**src/rtl/pe_issue.sv**
```systemverilog
// Issue stage between scheduler and PE: one-deep output register, credit gating on
// in-flight work (issued -> read-released -> write-released), and a flush drain FSM.
module pe_issue #(
    parameter int MAX_INFLIGHT = 8,
    parameter int PE_INST_W    = 32,
    localparam int CW          = $clog2(MAX_INFLIGHT + 1)
) (
    input  logic                 clk,
    input  logic                 s_rst_n,
    input  logic [PE_INST_W-1:0] in_insn,
    input  logic                 in_vld,
    output logic                 in_rdy,
    output logic [PE_INST_W-1:0] pe_insn,
    output logic                 pe_vld,
    input  logic                 pe_rdy,
    input  logic                 pe_rd_ack,
    input  logic                 pe_wr_ack,
    input  logic                 flush,
    output logic                 flush_done,
    output logic [CW-1:0]        rd_pend,
    output logic [CW-1:0]        wr_pend,
    output logic                 rd_release,
    output logic                 wr_release,
    output logic                 idle,
    output logic                 err_underflow
);

    typedef enum logic [1:0] {
        ST_RUN   = 2'd0,
        ST_DRAIN = 2'd1,
        ST_DONE  = 2'd2
    } state_t;

    localparam logic [CW+1:0] MAX_C = (CW+2)'(MAX_INFLIGHT);

    state_t                 state_q;
    logic                   flush_done_q;
    logic                   pe_vld_q;
    logic [PE_INST_W-1:0]   pe_insn_q;
    logic [CW-1:0]          rd_q, rd_d;
    logic [CW-1:0]          wr_q, wr_d;
    logic                   err_q, err_d;
    logic                   rrel_q, wrel_q;
    logic                   rdy_en_q;
    logic                   hs_s, rd_ok_s, wr_ok_s, accept_s, drained_s;
    logic [CW+1:0]          occ_s;

    // Occupancy counts the held output slot too, so credit covers the whole pipe.
    assign occ_s     = {2'b00, rd_q} + {2'b00, wr_q} + {{(CW+1){1'b0}}, pe_vld_q};
    assign in_rdy    = rdy_en_q & (state_q == ST_RUN) & (~pe_vld_q | pe_rdy) & (occ_s < MAX_C);
    assign accept_s  = in_vld & in_rdy;
    assign drained_s = ~pe_vld_q & (rd_q == {CW{1'b0}}) & (wr_q == {CW{1'b0}});

    // Pending-count next state; acks with nothing to release are dropped and flagged.
    always_comb begin
        hs_s    = pe_vld_q & pe_rdy;
        rd_ok_s = pe_rd_ack & ((rd_q != {CW{1'b0}}) | hs_s);
        wr_ok_s = pe_wr_ack & (wr_q != {CW{1'b0}});
        rd_d    = rd_q + CW'(hs_s) - CW'(rd_ok_s);
        wr_d    = wr_q + CW'(rd_ok_s) - CW'(wr_ok_s);
        err_d   = err_q | (pe_rd_ack & ~rd_ok_s) | (pe_wr_ack & ~wr_ok_s);
    end

    // Counters, sticky error, release echoes and post-reset ready enable.
    always_ff @(posedge clk or negedge s_rst_n) begin
        if (!s_rst_n) begin
            rd_q     <= {CW{1'b0}};
            wr_q     <= {CW{1'b0}};
            err_q    <= 1'b0;
            rrel_q   <= 1'b0;
            wrel_q   <= 1'b0;
            rdy_en_q <= 1'b0;
        end else begin
            rd_q     <= rd_d;
            wr_q     <= wr_d;
            err_q    <= err_d;
            rrel_q   <= pe_rd_ack;
            wrel_q   <= pe_wr_ack;
            rdy_en_q <= 1'b1;
        end
    end

    // Output register: load on accept, clear on PE take, otherwise hold.
    always_ff @(posedge clk or negedge s_rst_n) begin
        if (!s_rst_n) begin
            pe_vld_q  <= 1'b0;
            pe_insn_q <= {PE_INST_W{1'b0}};
        end else if (accept_s) begin
            pe_vld_q  <= 1'b1;
            pe_insn_q <= in_insn;
        end else if (pe_rdy) begin
            pe_vld_q  <= 1'b0;
        end else begin
            pe_vld_q  <= pe_vld_q;
        end
    end

    // Flush FSM; flush_done is registered so it is high for exactly the DONE cycle.
    always_ff @(posedge clk or negedge s_rst_n) begin
        if (!s_rst_n) begin
            state_q      <= ST_RUN;
            flush_done_q <= 1'b0;
        end else begin
            case (state_q)
                ST_RUN: begin
                    flush_done_q <= 1'b0;
                    if (flush) begin
                        state_q <= ST_DRAIN;
                    end else begin
                        state_q <= ST_RUN;
                    end
                end
                ST_DRAIN: begin
                    if (drained_s) begin
                        state_q      <= ST_DONE;
                        flush_done_q <= 1'b1;
                    end else begin
                        state_q      <= ST_DRAIN;
                        flush_done_q <= 1'b0;
                    end
                end
                ST_DONE: begin
                    state_q      <= ST_RUN;
                    flush_done_q <= 1'b0;
                end
                default: begin
                    state_q      <= ST_RUN;
                    flush_done_q <= 1'b0;
                end
            endcase
        end
    end

    assign pe_vld        = pe_vld_q;
    assign pe_insn       = pe_insn_q;
    assign rd_pend       = rd_q;
    assign wr_pend       = wr_q;
    assign rd_release    = rrel_q;
    assign wr_release    = wrel_q;
    assign err_underflow = err_q;
    assign flush_done    = flush_done_q;
    assign idle          = drained_s;

endmodule

```
**config.mk**
```make
export PLATFORM = sky130hd
export DESIGN_NAME = pe_issue
export DESIGN_NICKNAME = d
export VERILOG_FILES = /design/src/rtl/pe_issue.sv
export SDC_FILE = /design/constraint.sdc
export NUM_CORES = 1
export LEC_CHECK = 0
export CAP_MARGIN = 20
export CELL_PAD_IN_SITES_DETAIL_PLACEMENT = 2
export CELL_PAD_IN_SITES_GLOBAL_PLACEMENT = 2
export CORE_MARGIN = 2
export CORE_UTILIZATION = 36
export DETAILED_ROUTE_END_ITERATION = 10
export DONT_BUFFER_PORTS = 1
export GPL_TIMING_DRIVEN = 0
export PLACE_DENSITY = 0.83
export RECOVER_POWER = 25
export SLEW_MARGIN = 30
export SYNTH_ARGS = -nofsm -noshare
export SYNTH_HDL_FRONTEND = slang
export SYNTH_SLANG_ARGS = --single-unit
```
**constraint.sdc**
```tcl
create_clock -name clk -period 2 [get_ports clk]
set_clock_uncertainty 0.15 [all_clocks]
set_input_delay 0.4 -clock clk [delete_from_list [all_inputs] [get_ports clk]]
set_output_delay 0.4 -clock clk [all_outputs]
set_load 0.03 [all_outputs]
```
* Yosys cells after proc, flatten, opt, wreduce, memory -nomap -nowiden *
Index checks and enable logic that the tools add are counted.

word-level totals
  register bits = 48
  input bits = 39

operators by class
  add/sub/neg operators = 6
  $lt $le $gt $ge = 1
  equality and inequality tests = 1
  multiplexer cells = 7
  bitwise logic cells = 18
  reduce and logical (&&, ||, !) cells = 6

operator list
  operator                                                    count
  bitwise AND 1 bit                                           11
  adder 4 x 1 -> 4 bit                                        2
  zero test 4 bit                                             2
  nonzero test 4 bit                                          2
  subtractor 4 x 1 -> 4 bit                                   2
  adder 5 x 1 -> 6 bit                                        1
  less-than comparator 6 x 4 -> 1 bit, second input constant  1
  adder 4 x 4 -> 5 bit                                        1
  2-to-1 mux 1 bit                                            5
  OR 1 bit                                                    4
  case mux 2 bit (2 select lines)                             1
  NOT 1 bit                                                   3
  == test 2 x 1 -> 1 bit, second input constant               1
  zero test 2 bit                                             1
  2-to-1 mux 2 bit                                            1
  nonzero test 2 bit                                          1

* Depth between registers and ports, before layout *
  depth after elaboration = 7
  mapped depth = 9
  depth with buffers taken out = 9

* Least setup slack after synthesis *
No wires, ideal clock.

  path type = flip-flop to flip-flop
  start = reg rd_q[3] (netlist: rd_pend[3])
  end = reg pe_insn_q[0] (netlist: pe_insn[0])
  library setup time = 0.125 ns
  arrival time = 1.973 ns
  required time = 1.725 ns
  setup slack = -0.248 ns
  stages on the path, launching flop included = 7
  path buffers = 1
  path through = dfrtp_1 ha_1 nor4b_2 o2111a_2 nand2_4 buf_6 mux2_4

on the way
  longest elaborated chain between the ends = 5

RTL lines
  item                                 line  source
  start, declared                      40    logic [CW-1:0] rd_q, rd_d;
  start signal, assigned               67    rd_q <= {CW{1'b0}};
  start signal, assigned               74    rd_q <= rd_d;
  adder 4 x 4 -> 5 bit                 49    assign occ_s = {2'b00, rd_q} + {2'b00, wr_q} + {{(CW+1){1'b0}}, pe_vld_q};
  adder 5 x 1 -> 6 bit                 49
  less-than comparator 6 x 4 -> 1 bit  50    assign in_rdy = rdy_en_q & (state_q == ST_RUN) & (~pe_vld_q | pe_rdy) & (occ_s < MAX_C);
  bitwise AND 1 bit                    50
  named net in_rdy                     12    output logic in_rdy,
  bitwise AND 1 bit                    51    assign accept_s = in_vld & in_rdy;
  end signal, assigned                 87    pe_insn_q <= {PE_INST_W{1'b0}};
  end signal, assigned                 90    pe_insn_q <= in_insn;
  end, declared                        39    logic [PE_INST_W-1:0] pe_insn_q;

The timed path passes the listed nets, and every way through them passes these cells.
A chain may end at the register's enable or synchronous reset.

* Final worst setup path *
  start = reg rd_q[2] (netlist: rd_pend[2])
  end = reg wr_q[1] (netlist: wr_pend[1])

on the way
  longest elaborated chain between the ends = 5

RTL lines
  item                       line  source
  nonzero test 4 bit         57    rd_ok_s = pe_rd_ack & ((rd_q != {CW{1'b0}}) | hs_s);
  OR 1 bit                   57
  bitwise AND 1 bit          57
  adder 4 x 1 -> 4 bit       60    wr_d = wr_q + CW'(rd_ok_s) - CW'(wr_ok_s);
  subtractor 4 x 1 -> 4 bit  60
  named net wr_d[1]          41    logic [CW-1:0] wr_q, wr_d;
  end signal, assigned       68    wr_q <= {CW{1'b0}};
  end signal, assigned       75    wr_q <= wr_d;
  end, declared              41

The timed path passes the listed nets, and every way through them passes these cells.

==> impl_results.md <==
- RR Startpoint: rd_pend[2]$_DFF_PN0_
- Detailed Routing Iterations Pass 1: 2
- Multiplexer area fraction after synthesis: 0.220
- GR peak layer: met2
- Met2 usage: 0.257
- Reg2Reg Setup Slack: -0.29 ns
- Post-synthesis adder-cell area fraction: 0.0893
- CORE AREA: 5820 sq um
- Status: finished, violations left
- DRC Markers: 0
- Final period util: 1.14
- Die X-Extent: 80.9 um
- Worst slew pin tran: 1.16 ns
- Vias in the first global route: ~1400
- Slowest stage delay, CP: 0.51 ns
- Syn Area/Cell: 15.1 sq um
- Number of synthesized flops with an enable pin: 0
- Die H: 80.9 um
- Tmin final: 2.29 ns
- DR vias/cell: 5.03
- CP Max Fanout: 3
- Commonest cells post-synth: dfrtp_1, mux2_4, ha_1
- Routability cong.: between 0.6 and 0.7
- Hold Fails Final Rpt: 0
- Routed WL: 4990 um
- Combinational power share: 0.318
- Startpoint Class: register
- Peak VDD IR: 0.000656 V
- Violated checks: negative setup slack
- WP data arrival: 2.34 ns
- Most frequent CP cell: inv_2
- Synth Net Count: approximately 190
- Fin area: 2630 sq um
- Sw power: approximately 0.0018 W
- Initial Util: 0.366
- Pin count of the biggest net entering global routing: 48
- Post-Synth XOR/XNOR Area: 0.0206
- TritonCTS sink count: 47
- Place WS: -0.310 ns
- Worst Setup SP: rd_pend[2]$_DFF_PN0_
- Number of I/O pins: 86
- Slew HR: 0.224
- Cell Rows: 28
- Final #Nets: 210
- Cell taking the most area after synthesis: dfrtp_1
- Critical-path top delay cell: dfrtp_2
- Worst EP required: 2.05 ns
- Yosys top cell area share: 0.552
- DRT iter0 DRCs: 29
- Synth cell types: 26
- Clock Pin Slew Worst Setup and Hold Paths: ~0.090 ns
- Setup ws final: -0.289 ns
- Crit-path cells: inv_2, ha_4, nand2_8, o21ai_4, xor2_1, ha_2, inv_2, fa_2, inv_1
- Seq pwr share: 0.510
- Crit path to: wr_pend[1]$_DFF_PN0_
- Area added between synthesis and finish: 23.5%
- Grt ovf: 0
- Fraction of registers with async set/reset: 1.00
- Vias: roughly 1200
- Clock power frac: 0.172
- Placed Area: 2310 sq um
- Area occupied by multi-input gates: around 1100 sq um
- N_diodes: 0
- Post-synthesis simple-gate area fraction: 0.0499
- Top cells by area, synth: dfrtp_1, mux2_4, ha_1
- Unrepaired setup endpoints after global routing: yes
- Global routing usage on met3: 0.0689
- WL per Instance: 21.4 um
- Internal cell power: 0.00240 W
- Pleak: ~1.3 nW
- CTS tree: done
- Max clock buf depth: 2
- Fmax: 0.437 GHz
- DIE AREA: between 6000 and 7000 sq um
- Tightest Hold Check Type: in -> reg
- Main synth FF type: dfrtp_1
- GRT Util Overall: 0.155
- Critical path class: reg -> reg
- Most common cell in the netlist: dfrtp_1
- Wire length of the first global-routing pass: 7450 um
- Worst Setup End Kind: register
- Fin util: 0.452
- HPWL after DPL: 3450 um
- PortBufs: 0
- H-tree depth: 2
- Synth warnings: 0
- WHS: 0.0872 ns
- Synthesized instance count: 141
- Cell area after synthesis: 2130 sq um
- Initial antenna violation count: 0
- Post-DRT Antenna Nets: 0
- Main combinational cell family by area after synthesis: multiplexers
- Root Driver: clkbuf_8
- Final Setup Violations: 38
- Maxcap violations: 0
- Synth Register Bits: 47
- Pwr Density: 1590 nW/um^2
- Synth Area in Compound Gates: 0.0346
- Seq/Total Area, Yosys: 0.552
- Filler instances: 545
- Cts bufs inserted: 5
- Reg area: 1190 sq um
- Switching Share: 0.425
- FF-to-FF path depth: 9
- Layout cells sized above 1: 0.563
- Met1 global-route usage: 0.180
- Clk Latency, worst-skew pair: 0.29 ns
- Final Slew Violations: 0
- Reg-to-Reg End: wr_pend[1]$_DFF_PN0_
## worst min-delay path by stage
stage	start	to	slack, ns	cells after the start
5_1_grt	in_insn[31]	pe_insn[31]$_DFFE_PN0P_	0.08	1
3_3_place_gp	s_rst_n	err_underflow$_DFF_PN0_	-0.04	0
6_report	pe_rd_ack	err_underflow$_DFF_PN0_	0.09	2
3_5_place_dp	s_rst_n	err_underflow$_DFF_PN0_	-0.04	0
4_1_cts	in_insn[14]	pe_insn[14]$_DFFE_PN0P_	0.08	1
2_1_floorplan	s_rst_n	err_underflow$_DFF_PN0_	-0.05	0
## metrics by stage
step,power (W),setup TNS [ns],instances
3_5_place_dp,0.00317,-10.22,216
3_3_place_gp,0.00301,-7.97,216
4_1_cts,0.00404,-8.62,232
5_1_grt,0.00444,-12.63,233
6_report,0.00417,-8.73,233
2_1_floorplan,0.00285,-3.62,141
## critical path, delay by kind of cell (launching register included)
kind            cells  cell delay, ns
buf+inv             3            0.20
simple gates        1            0.07
flops               1            0.51
xor+xnor            1            0.18
compound gates      1            0.18
fa+ha+maj           3            0.90
## state kept, by name (all words and copies together) (netlist names)
name,cells
rd_release,1
pe_vld,1
err_underflow,1
flush_done,1
rd_pend,4
wr_pend,4
pe_insn,32
state_q,1
rdy_en_q,1
wr_release,1
## layout make-up
class,instances,share of cell area
multi-input cells,82,0.407
flip-flops and latches,47,0.451
well taps,75,0.0357
clock inverters,2,0.0133
clock buffers,6,0.0314
repair buffers,9,0.0276
inverters,9,0.0128
plain buffers,3,0.0209
## kinds of logic (layout without fill, tap and decap cells)
group | after synthesis | after routing
flops | 47 | 47
mux | 32 | 32
simple gates | 19 | 19
fa+ha+maj | 14 | 14
buf+inv | 12 | 29
compound gates | 11 | 11
xor+xnor | 5 | 5
other cells | 1 | 1
## per-layer routing
metal  wire length [um]  vias to the layer above
li1                   -                      509
met4                 53                        0
met1               1880                      591
met2               2620                       66
met3                443                        6
met5                  0                        -
## power groups by stage
stage / sequential [W] / combinational (W) / clock [W]
finish: 0.00213 / 0.00133 / 0.000719
global route: 0.00218 / 0.00147 / 0.000780
CTS: 0.00212 / 0.00118 / 0.000740
detailed placement: 0.00213 / 0.00104 / 0
global placement: 0.00211 / 0.000903 / 0
floorplan: 0.00202 / 0.000830 / 0
## what timing repair did
action,4_1_cts,5_1_grt
endpoints found under the setup margin,43,41
resized for setup,16,11
endpoints found under the hold margin,49,0
hold buffers,4,0
setup buffers,4,1
pin swaps,6,5
## layout by cell type, fill, tap and decap left out, drive strengths merged
master	n
ha	12
a31oi	1
nand2	7
fa	2
xor2	4
a211oi	2
dlygate4sd3	3
nor3	1
and3b	1
conb	1
mux2	32
o21ai	3
a21o	2
nand3	2
a21oi	2
o2111a	1
inv	9
buf	8
xnor2	1
nand2b	1
clkbuf	7
nand4	1
bufinv	1
clkinv	1
nor2b	1
nor2	4
dfrtp	47
nor4b	1
Note: power is estimated with default switching activity, not from simulation.
